$ cat src/rtl/alu_pkg.sv
// ALU opcodes, requester ids and result type shared by the ALU and its arbiter.
// Latency: none (declarations only).
// Backpressure: not applicable.
package alu_pkg;

    // ALU operation encodings
    localparam logic [3:0] ALU_ADD  = 4'h0;
    localparam logic [3:0] ALU_SUB  = 4'h1;
    localparam logic [3:0] ALU_AND  = 4'h2;
    localparam logic [3:0] ALU_OR   = 4'h3;
    localparam logic [3:0] ALU_XOR  = 4'h4;
    localparam logic [3:0] ALU_SLL  = 4'h5;
    localparam logic [3:0] ALU_SRL  = 4'h6;
    localparam logic [3:0] ALU_SRA  = 4'h7;
    localparam logic [3:0] ALU_SLT  = 4'h8;
    localparam logic [3:0] ALU_SLTU = 4'h9;
    localparam logic [3:0] ALU_BEQ  = 4'hA;
    localparam logic [3:0] ALU_BNE  = 4'hB;
    localparam logic [3:0] ALU_BLT  = 4'hC;
    localparam logic [3:0] ALU_BLTU = 4'hD;
    localparam logic [3:0] ALU_BGE  = 4'hE;
    localparam logic [3:0] ALU_BGEU = 4'hF;

    // Requester ids: pipeline EX stage and the auxiliary unit
    localparam logic REQ_EX  = 1'b0;
    localparam logic REQ_AUX = 1'b1;

    // One ALU operation as presented to the shared datapath
    typedef struct packed {
        logic [3:0]  op;
        logic [31:0] a;
        logic [31:0] b;
    } alu_req_t;

    // One ALU result as held in a requester's result slot
    typedef struct packed {
        logic [31:0] c;
        logic        branch;
    } alu_res_t;

endpackage

$ cat src/rtl/alu.sv
// Purely combinational 32-bit integer ALU with compare/branch evaluation.
// Latency: 0 cycles (combinational).
// Backpressure: none; the caller decides when the result is captured.
module alu
    import alu_pkg::*;
(
    input  logic [3:0]  op,
    input  logic [31:0] a,
    input  logic [31:0] b,
    output logic [31:0] c,
    output logic        branch
);

    logic [4:0] shamt;
    logic       lt_s;
    logic       lt_u;
    logic       eq;

    assign shamt = b[4:0];
    assign lt_s  = $signed(a) < $signed(b);
    assign lt_u  = a < b;
    assign eq    = a == b;

    // Evaluate the selected operation; branch ops report only the flag, C stays 0
    always_comb begin
        c      = 32'd0;
        branch = 1'b0;
        case (op)
            ALU_ADD:  c = a + b;
            ALU_SUB:  c = a - b;
            ALU_AND:  c = a & b;
            ALU_OR:   c = a | b;
            ALU_XOR:  c = a ^ b;
            ALU_SLL:  c = a << shamt;
            ALU_SRL:  c = a >> shamt;
            ALU_SRA:  c = 32'($signed(a) >>> shamt);
            ALU_SLT:  c = {31'd0, lt_s};
            ALU_SLTU: c = {31'd0, lt_u};
            ALU_BEQ:  branch = eq;
            ALU_BNE:  branch = !eq;
            ALU_BLT:  branch = lt_s;
            ALU_BLTU: branch = lt_u;
            ALU_BGE:  branch = !lt_s;
            ALU_BGEU: branch = !lt_u;
            default:  c = 32'd0;
        endcase
    end

endmodule

$ cat src/rtl/alu_share_arbiter.sv
// Shares one ALU between EX (port 0) and AUX (port 1); RR or fixed priority with starvation guard.
// Latency: 1 cycle from accept (valid&ready) to rsp_valid; 1 op/cycle aggregate throughput.
// Backpressure: a port is only accepted when its one-entry result slot is empty or draining.
module alu_share_arbiter
    import alu_pkg::*;
#(
    parameter int   PRIO_MODE  = 0,
    parameter int   STARVE_MAX = 8,
    parameter logic RR_INIT    = REQ_EX
)
(
    input  logic        clk,
    input  logic        rst_n,
    input  logic [1:0]  req_valid,
    output logic [1:0]  req_ready,
    input  logic [3:0]  req_op0,
    input  logic [3:0]  req_op1,
    input  logic [31:0] req_a0,
    input  logic [31:0] req_a1,
    input  logic [31:0] req_b0,
    input  logic [31:0] req_b1,
    output logic [1:0]  rsp_valid,
    input  logic [1:0]  rsp_ready,
    output logic [31:0] rsp_c0,
    output logic [31:0] rsp_c1,
    output logic        rsp_br0,
    output logic        rsp_br1,
    output logic        grant_id,
    output logic [7:0]  starve_cnt
);

    localparam logic [7:0] STARVE_LIM = 8'(STARVE_MAX);

    generate
        if (PRIO_MODE != 0 && PRIO_MODE != 1) begin : g_bad_prio
            $error("alu_share_arbiter: PRIO_MODE must be 0 or 1");
        end
        if (STARVE_MAX < 1 || STARVE_MAX > 255) begin : g_bad_starve
            $error("alu_share_arbiter: STARVE_MAX must be in 1..255");
        end
    endgenerate

    logic [1:0] slot_free;
    logic [1:0] eligible;
    logic       grant_vld;
    logic       grant_sel;
    logic       rr_ptr;
    logic       starve_hit;
    alu_req_t   alu_in;
    alu_res_t   alu_out;

    // A slot can take a new result if it is empty or being consumed this cycle.
    // Reset gates eligibility so nothing is accepted while the slots are held empty.
    assign slot_free  = ~rsp_valid | rsp_ready;
    assign eligible   = req_valid & slot_free & {2{rst_n}};
    assign grant_vld  = |eligible;
    assign starve_hit = (starve_cnt == STARVE_LIM);

    // Pick the winner among eligible ports; only contention needs a policy
    always_comb begin
        grant_sel = REQ_EX;
        if (&eligible) begin
            if (PRIO_MODE == 0) begin
                grant_sel = rr_ptr;
            end else begin
                grant_sel = starve_hit ? REQ_AUX : REQ_EX;
            end
        end else if (eligible[1]) begin
            grant_sel = REQ_AUX;
        end
    end

    assign req_ready[0] = grant_vld & (grant_sel == REQ_EX);
    assign req_ready[1] = grant_vld & (grant_sel == REQ_AUX);
    assign grant_id     = grant_vld & grant_sel;

    // Steer the granted port's operation into the shared ALU
    always_comb begin
        if (grant_sel == REQ_AUX) begin
            alu_in = '{op: req_op1, a: req_a1, b: req_b1};
        end else begin
            alu_in = '{op: req_op0, a: req_a0, b: req_b0};
        end
    end

    alu u_alu (
        .op     (alu_in.op),
        .a      (alu_in.a),
        .b      (alu_in.b),
        .c      (alu_out.c),
        .branch (alu_out.branch)
    );

    // Port 0 result slot: load on grant, otherwise drain when consumed, otherwise hold
    always_ff @(posedge clk or negedge rst_n) begin
        if (!rst_n) begin
            rsp_valid[0] <= 1'b0;
            rsp_c0       <= 32'd0;
            rsp_br0      <= 1'b0;
        end else if (req_ready[0]) begin
            rsp_valid[0] <= 1'b1;
            rsp_c0       <= alu_out.c;
            rsp_br0      <= alu_out.branch;
        end else if (rsp_ready[0]) begin
            rsp_valid[0] <= 1'b0;
        end
    end

    // Port 1 result slot: load on grant, otherwise drain when consumed, otherwise hold
    always_ff @(posedge clk or negedge rst_n) begin
        if (!rst_n) begin
            rsp_valid[1] <= 1'b0;
            rsp_c1       <= 32'd0;
            rsp_br1      <= 1'b0;
        end else if (req_ready[1]) begin
            rsp_valid[1] <= 1'b1;
            rsp_c1       <= alu_out.c;
            rsp_br1      <= alu_out.branch;
        end else if (rsp_ready[1]) begin
            rsp_valid[1] <= 1'b0;
        end
    end

    // Round-robin pointer hands priority to the other port after every grant
    always_ff @(posedge clk or negedge rst_n) begin
        if (!rst_n) begin
            rr_ptr <= RR_INIT;
        end else if (grant_vld) begin
            rr_ptr <= ~grant_sel;
        end
    end

    // Count consecutive cycles port 1 waits while eligible; saturate rather than wrap
    always_ff @(posedge clk or negedge rst_n) begin
        if (!rst_n) begin
            starve_cnt <= 8'd0;
        end else if (eligible[1] && !req_ready[1]) begin
            if (starve_cnt != 8'hFF) begin
                starve_cnt <= starve_cnt + 8'd1;
            end
        end else begin
            starve_cnt <= 8'd0;
        end
    end

endmodule

$ cat config.mk
export PLATFORM = sky130hd
export DESIGN_NAME = alu_share_arbiter
export DESIGN_NICKNAME = d
export VERILOG_FILES = /design/src/rtl/alu_pkg.sv /design/src/rtl/alu.sv /design/src/rtl/alu_share_arbiter.sv
export SDC_FILE = /design/constraint.sdc
export NUM_CORES = 1
export LEC_CHECK = 0
export CAP_MARGIN = 20
export CORE_MARGIN = 1
export CORE_UTILIZATION = 29
export CTS_BUF_LIST = sky130_fd_sc_hd__clkbuf_2
export DETAILED_ROUTE_END_ITERATION = 7
export GPL_TIMING_DRIVEN = 0
export SYNTH_ARGS = -nofsm -noshare
export SYNTH_HDL_FRONTEND = slang
export SYNTH_SLANG_ARGS = --single-unit
$ cat constraint.sdc
create_clock -name clk -period 7.7 [get_ports clk]
set_input_delay 0.77 -clock clk [delete_from_list [all_inputs] [get_ports clk]]
set_output_delay 0.77 -clock clk [all_outputs]
set_load 0.03 [all_outputs]
Word-level counts from Yosys, hierarchy flattened
Cells that the tools add are included.
{"block": "op_classes", "add_sub_neg": 3, "multipliers": 0, "div_mod_pow": 0, "magnitude_cmp": 2, "eq_ne": 18, "shift": 3, "muxes": 11, "bitwise_logic": 10, "n_reduce_logical": 10}
{"op": "32-bit case mux with 10 select lines", "n": 1}
{"op": "68-bit two-way mux", "n": 1}
{"op": "32-bit < comparator", "n": 2}
{"op": "32-bit adder", "n": 1}
{"op": "32-bit bitwise AND", "n": 1}
{"op": "32-bit == test", "n": 1}
{"op": "4-bit == test (second input constant)", "n": 8}
{"op": "32-bit OR", "n": 1}
{"op": "32-bit by 5-bit left shift with 32-bit output", "n": 1}
{"op": "32-bit by 5-bit >> shifter with 32-bit output", "n": 1}
{"op": "32-bit by 5-bit >>> shifter with 32-bit output", "n": 1}
{"op": "32-bit subtractor", "n": 1}
{"op": "32-bit XOR", "n": 1}
{"op": "4-bit by 3-bit == test with 1-bit output (second input constant)", "n": 4}
{"op": "8-bit two-way mux", "n": 2}
{"op": "8-bit by 1-bit adder with 8-bit output (second input constant)", "n": 1}
{"op": "4-bit by 2-bit == test with 1-bit output (second input constant)", "n": 2}
{"op": "8-bit != test (second input constant)", "n": 1}
{"op": "1-bit two-way mux", "n": 6}
{"op": "1-bit case mux with 6 select lines", "n": 1}
{"op": "2-bit bitwise AND", "n": 2}
{"op": "4-bit by 1-bit == test with 1-bit output (second input constant)", "n": 1}
{"op": "1-bit logical NOT", "n": 4}
{"op": "4-bit logical NOT", "n": 1}
{"op": "9 further kinds", "n": 11}
{"block": "totals", "register_bits": 77, "latch_bits": 0, "mem_bits_rw": 0, "mem_bits_ro": 0, "inputBits": 142, "output_inout_bits": 79, "wordCells": 65, "memories": 0}

Depth between registers and ports, before layout
{"block": "depth", "ltp_word": 10, "ltp_mapped": 24, "depth_no_buf": 17}

Modules after synthesis
A second synthesis with hierarchy kept.
{"block": "unflattened", "cells_unflattened": 1536, "area_unflattened_um2": 12445.7}
{"module": "alu", "instances": 1, "cells_each": 1266, "area_per_inst_um2": 8620.8, "seq_area_each_um2": 0.0}
{"module": "alu_share_arbiter", "instances": 1, "cells_each": 270, "area_per_inst_um2": 3824.9, "seq_area_each_um2": 1926.8}

Worst setup path after synthesis
Ideal clock, no wire load.
{"block": "synth_timing", "path_kind": "input-to-reg", "start": "input port rsp_ready[0]", "end": "register rsp_c1[31]", "setup_time_ns": 0.125, "t_arrival_ns": 5.451, "required_ns": 7.575, "path_slack_ns": 2.124, "stages": 22, "n_path_buf": 7, "cell_sequence": "nand2b_1 > a211o_1 > buf_6 > buf_2 > buf_2 > clkbuf_1 > clkbuf_1 > clkbuf_1 > clkbuf_1 > nand2_1 > nand2_1 > inv_1 > ha_1 > or3_1 > a211o_1 > a211oi_2 > o211ai_1 > a31oi_1 > o21ai_1 > a211o_1 > o2bb2ai_1 > mux2_2"}
{"block": "synth_via", "elab_chain_cells": 8, "word_cells_on_any_way": 27, "classes_between": "2 x add/sub; 9 x eq/ne; 3 x shift; 3 x mux; 7 x bitwise; 3 x reduce/logical"}
{"element": "start, declared", "line_no": "alu_share_arbiter.sv:23", "text": "input logic [1:0] rsp_ready,"}
{"element": "2-bit OR (*)", "line_no": "alu_share_arbiter.sv:54", "text": "assign slot_free = ~rsp_valid | rsp_ready;"}
{"element": "2-bit bitwise AND (*) (2 in a row)", "line_no": "alu_share_arbiter.sv:55", "text": "assign eligible = req_valid & slot_free & {2{rst_n}};"}
{"element": "2-bit AND reduction", "line_no": "alu_share_arbiter.sv:62", "text": "if (&eligible) begin"}
{"element": "1-bit two-way mux", "line_no": "alu_share_arbiter.sv:62"}
{"element": "68-bit two-way mux", "line_no": "alu_share_arbiter.sv:79", "text": "if (grant_sel == REQ_AUX) begin"}
{"element": "32-bit subtractor, or another cell as far along", "line_no": "alu.sv:30", "text": "ALU_SUB: c = a - b;"}
{"element": "32-bit case mux with 10 select lines", "line_no": "alu.sv:28", "text": "case (op)"}
{"element": "end signal, assigned", "line_no": "alu_share_arbiter.sv:117", "text": "rsp_c1 <= alu_out.c;"}
{"element": "end, declared", "line_no": "alu_share_arbiter.sv:25", "text": "output logic [31:0] rsp_c1,"}
Mark *: on every way between the ends. The rest lies on a longest branch, timed or not.
A chain may end at the register's enable or synchronous reset.

Worst setup path after layout
{"block": "layout_timing", "start": "input port req_valid[0]", "end": "register rsp_c0[27]"}
{"block": "layout_via", "elab_chain_cells": 7, "word_cells_on_any_way": 27, "classes_between": "2 x add/sub; 9 x eq/ne; 3 x shift; 3 x mux; 7 x bitwise; 3 x reduce/logical"}
{"element": "start, declared", "line_no": "alu_share_arbiter.sv:14", "text": "input logic [1:0] req_valid,"}
{"element": "2-bit bitwise AND (*) (2 in a row)", "line_no": "alu_share_arbiter.sv:55"}
{"element": "2-bit AND reduction", "line_no": "alu_share_arbiter.sv:62"}
{"element": "1-bit two-way mux", "line_no": "alu_share_arbiter.sv:62"}
{"element": "68-bit two-way mux", "line_no": "alu_share_arbiter.sv:79"}
{"element": "32-bit subtractor, or another cell as far along", "line_no": "alu.sv:30"}
{"element": "32-bit case mux with 10 select lines", "line_no": "alu.sv:28"}
{"element": "end signal, assigned", "line_no": "alu_share_arbiter.sv:102", "text": "rsp_c0 <= alu_out.c;"}
{"element": "end, declared", "line_no": "alu_share_arbiter.sv:24", "text": "output logic [31:0] rsp_c0,"}
Marks and branches as above.

==> out/metrics.cfg <==
[die]
die-height_um = 231
design.core.area_um2 = 51500
fp.dieArea_um2 = 53200
floorplan.initialDensity_pct = 29.5
placement_rows = 83
die-width_um = 231
boundaryPins = 221

[critical_path]
critical_path.reg2reg.endpoint = rsp_c0[27]
regToRegStartpoint = rsp_valid[1]
critical_path.top_delay_family = buffers and inverters
cp_data_arrival_time_ns = 8.31
worstSetupStartpointType = input port
crit_required_ns = 8.28
critPathMaxFanout = 13
worst_r2r_path_depth = 24
worst-r2r-setup-slack_ns = 0.15
worst_path_largest_cell_delay_ns = 0.77
cp_slowest_cell = sky130_fd_sc_hd__clkbuf_1
crit_start = req_valid[0]
cp_num_buf_inv = 11
cp-end-kind = flop
crit_type = in -> reg

[routing]
vias = 19600
drc_errors = 0
route.antenna.remaining_nets = 0
detail_route.wl_per_cell_um = 32.3
route.final.wire_length_mm = 99.4
via_per_inst = 6.36
drt_pre_antenna_iters = 8
detailedRoute.firstIterationViolations = 3114

[synth]
largest_family_of_logic_cells_by_synthesized_area = compound AO/OA/AOI/OAI gates
asyncSetResetFlopFracSynth_pct = 100
synth_edf_count = 0
synthFlopType = sky130_fd_sc_hd__dfrtp_1
ys_types = 93
synth_nets = 2404
synth_cell_area_um2 = 15200
yosys-mux-area-fraction_pct = 18.3
synth_xor_xnor_area_share_pct = 0.866
synth_fa_ha_area_share_pct = 8.35
synth_compound_area_share_pct = 29.6
synth-simple-area-share_pct = 22.5
synthesized_area_divided_by_synthesized_cell_count_um2 = 7.02
sequential_fraction_of_the_synthesis_area_pct = 12.7
number_of_synthesis_warnings = 0
synthCells = 2162
synth-seq-cells = 77

[power_and_ir_drop]
seq_power_share_pct = 18.2
pwr-share-comb_pct = 74.5
clock_power_share_pct = 7.3
intPower_mw = 1.37
ir_drop_mv = 0.0770
leakagePower_nw = 7.86
power.switching_fraction_pct = 57.9
power.density_cell_area_nw_per_um2 = 177
p_sw_mw = 1.88

[clock_network]
htree_num_levels = 3
cts.clk_slew.worst_paths_ns = 0.29
tritoncts.num_buffers = 9
tritoncts_num_sinks = 77
insertion_delay_ns = 0.65
clock_path_buffers = 2
clk_root_buffer_cell = sky130_fd_sc_hd__clkbuf_2
cts_tree = done
postCtsSetupRepairBufs = 0

[cells_and_area]
ff_latch_area_um2 = 1930
layout_commonest_cell = sky130_fd_sc_hd__nand2_1
nets = 2635
area_delta_synth_final_pct = 21.3
filler_cell_count = 5639
multi_input_area_um2 = 12100
top_library_cells_by_usage_in_the_layout_fill_and_taps_aside = sky130_fd_sc_hd__nand2_1 (394), sky130_fd_sc_hd__a21oi_1 (216), sky130_fd_sc_hd__clkdlybuf4s50_1 (208)
drive_above_1_share_pct = 7.88

[timing]
timing.final.max_slew_violations = 0
fin_ws_ns = -0.0228
hold-worst-slack_ns = 0.0472
slew_headroom_pct = 12.3
fin_crit_sh_pct = 100
report.final.setup_viol = 3
setup_clock_skew_after_layout_ns = 0.0438
highest_clock_frequency_the_design_can_meet_ghz = 0.129
worst_max_slew_pin_slew_ns = 1.31
timing_hold_violations_final = 0
min_period_ns = 7.72
grt_setup_unrepaired = no
setup-tns-final_ns = -0.0541

[hold_path]
worstHoldPathType = in -> async

[grt]
grt_first_pass_wirelength_mm = 138
via_count_of_the_first_global_routing_pass = 18300
groute.usage.overall_pct = 36.3
grt_overflow_total = 0
antenna_found_initial = 5
maximum_number_of_pins_on_one_net_before_global_route_repair = 72

[run]
drv.max_cap_violation_count = 0

[placed_design]
gpl_wtd_cong = 1.07
port_buffers = 209
pre_cts_slack_ns = -1.59
post-dp-hpwl_mm = 81.2

[status]
violated_checks = setup timing
outcome = complete, but fails checks

## layer usage
layer / track usage, % / wire [um]
met4: 18.6 / 6060
met2: 55.0 / 41800
met3: 6.26 / 10300
met5: 0.919 / 75
met1: 49.2 / 41200
## worst register-to-register path: stages, from the launching register on
cell and delay [ns]:
sky130_fd_sc_hd__dfrtp_1 0.46, sky130_fd_sc_hd__nor2b_2 0.18, sky130_fd_sc_hd__a211o_1 0.28, sky130_fd_sc_hd__buf_6 0.16, sky130_fd_sc_hd__inv_6 0.13, sky130_fd_sc_hd__buf_12 0.18, sky130_fd_sc_hd__buf_4 0.29, sky130_fd_sc_hd__buf_2 0.32
sky130_fd_sc_hd__buf_2 0.47, sky130_fd_sc_hd__buf_8 0.24, sky130_fd_sc_hd__clkbuf_1 0.78, sky130_fd_sc_hd__nand2_1 0.13, sky130_fd_sc_hd__nand2_1 0.31, sky130_fd_sc_hd__ha_1 0.18, sky130_fd_sc_hd__clkbuf_1 0.42, sky130_fd_sc_hd__inv_1 0.28
sky130_fd_sc_hd__a21oi_1 0.45, sky130_fd_sc_hd__o21bai_1 0.11, sky130_fd_sc_hd__a21oi_1 0.39, sky130_fd_sc_hd__o211ai_1 0.28, sky130_fd_sc_hd__a31oi_1 0.43, sky130_fd_sc_hd__nor2_1 0.08, sky130_fd_sc_hd__a211oi_1 0.32, sky130_fd_sc_hd__o221ai_1 0.30
sky130_fd_sc_hd__mux2_2 0.35
## power groups by stage
| stage | combinational [mW] | clock [mW] | sequential [mW] |
|---|---|---|---|
| CTS | 2.34 | 0.245 | 0.592 |
| floorplan | 1.09 | 0 | 0.820 |
| global placement | 2.31 | 0 | 0.598 |
| global route | 2.51 | 0.262 | 0.605 |
| detailed placement | 2.33 | 0 | 0.602 |
| finish | 2.42 | 0.237 | 0.591 |
## metrics by stage
step / utilization (%) / area, um2 / power [mW] / instances
after CTS: 35.7 / 18400 / 3.17 / 3078
after global placement: 35.2 / 18100 / 2.91 / 3051
after detailed placement: 35.5 / 18300 / 2.93 / 3063
after global routing: 35.7 / 18400 / 3.38 / 3079
after floorplan: - / 15200 / 1.91 / 2162
final: 35.7 / 18400 / 3.25 / 3080
## layout make-up
class                   count  share of cell area (%)
clock inverters             7                   0.347
flip-flops and latches     77                    10.5
clock buffers               9                   0.245
plain buffers             166                    3.99
repair buffers            222                    12.2
diodes                      2                  0.0272
inverters                 112                    2.31
well taps                 680                    4.62
multi-input cells        1805                    65.8
## worst max-delay path by stage
stage	cells past startpoint	slack, ns	to
after global placement	24	-5.15	rsp_c0[23]
after floorplan	22	2.12	rsp_c1[31]
after CTS	22	0.13	rsp_c1[0]
final	25	-0.02	rsp_c0[27]
after global routing	23	0.04	rsp_c1[0]
after detailed placement	24	-1.59	rsp_c1[22]
## state kept, by name (all words and copies together) (netlist names)
| signal | cells |
|---|---|
| rsp_valid | 2 |
| rsp_c0 | 32 |
| starve_cnt | 8 |
| rsp_br1 | 1 |
| rsp_c1 | 32 |
| rsp_br0 | 1 |
| rr_ptr | 1 |
## logic make-up after synthesis
logic type                 count (synthesis)
DFF                                       77
muxes                                    228
adders and majority gates                100
xor gates and xnor gates                  15
and+or+nand+nor                          765
buffers and inverters                    280
AOI/OAI and AO/OA                        697
## what timing repair did
action | 4_1_cts | 5_1_grt
hold buffers | 1 | 0
endpoints found under the setup margin | 37 | 18
endpoints found under the hold margin | 9 | 0
gates resized for setup | 3 | 8
gates cloned | 0 | 0
## cells in the mapped netlist (7+ instances only)
library cell,instances,share of area (%)
sky130_fd_sc_hd__and3_1,9,0.37
sky130_fd_sc_hd__nand2_1,394,9.7
sky130_fd_sc_hd__or3_1,7,0.29
sky130_fd_sc_hd__o21ai_0,156,5.1
sky130_fd_sc_hd__nor2_1,145,3.6
sky130_fd_sc_hd__o21bai_1,16,0.79
sky130_fd_sc_hd__a31oi_1,27,1.1
sky130_fd_sc_hd__a221o_1,7,0.46
sky130_fd_sc_hd__and2_1,11,0.45
sky130_fd_sc_hd__a21o_1,21,1.0
sky130_fd_sc_hd__o221ai_1,12,0.69
sky130_fd_sc_hd__o2111ai_1,7,0.40
sky130_fd_sc_hd__dfrtp_1,77,13
sky130_fd_sc_hd__nand3b_1,8,0.40
sky130_fd_sc_hd__nand2b_1,14,0.58
sky130_fd_sc_hd__nor4_1,22,0.91
sky130_fd_sc_hd__mux2i_1,152,10
sky130_fd_sc_hd__xnor2_1,13,0.75
sky130_fd_sc_hd__o211ai_1,31,1.5
sky130_fd_sc_hd__nand4_1,12,0.49
sky130_fd_sc_hd__ha_1,98,8.1
sky130_fd_sc_hd__nand3_1,36,1.2
sky130_fd_sc_hd__a222oi_1,8,0.53
sky130_fd_sc_hd__nor2b_1,39,1.6
sky130_fd_sc_hd__o31ai_1,19,0.94
sky130_fd_sc_hd__o21a_1,13,0.64
sky130_fd_sc_hd__nor3_1,40,1.3
sky130_fd_sc_hd__mux4_2,34,5.0
sky130_fd_sc_hd__o21ai_1,7,0.23
sky130_fd_sc_hd__buf_1,15,0.37
sky130_fd_sc_hd__o22ai_1,10,0.41
sky130_fd_sc_hd__inv_1,109,2.7
sky130_fd_sc_hd__a221oi_1,16,0.92
sky130_fd_sc_hd__clkbuf_1,102,2.5
sky130_fd_sc_hd__buf_2,44,1.5
sky130_fd_sc_hd__a211o_1,12,0.69
sky130_fd_sc_hd__a21oi_1,216,7.1
sky130_fd_sc_hd__mux2_2,39,2.9
sky130_fd_sc_hd__a211oi_1,41,2.0
No activity file was read; power rests on OpenSTA's default activity.
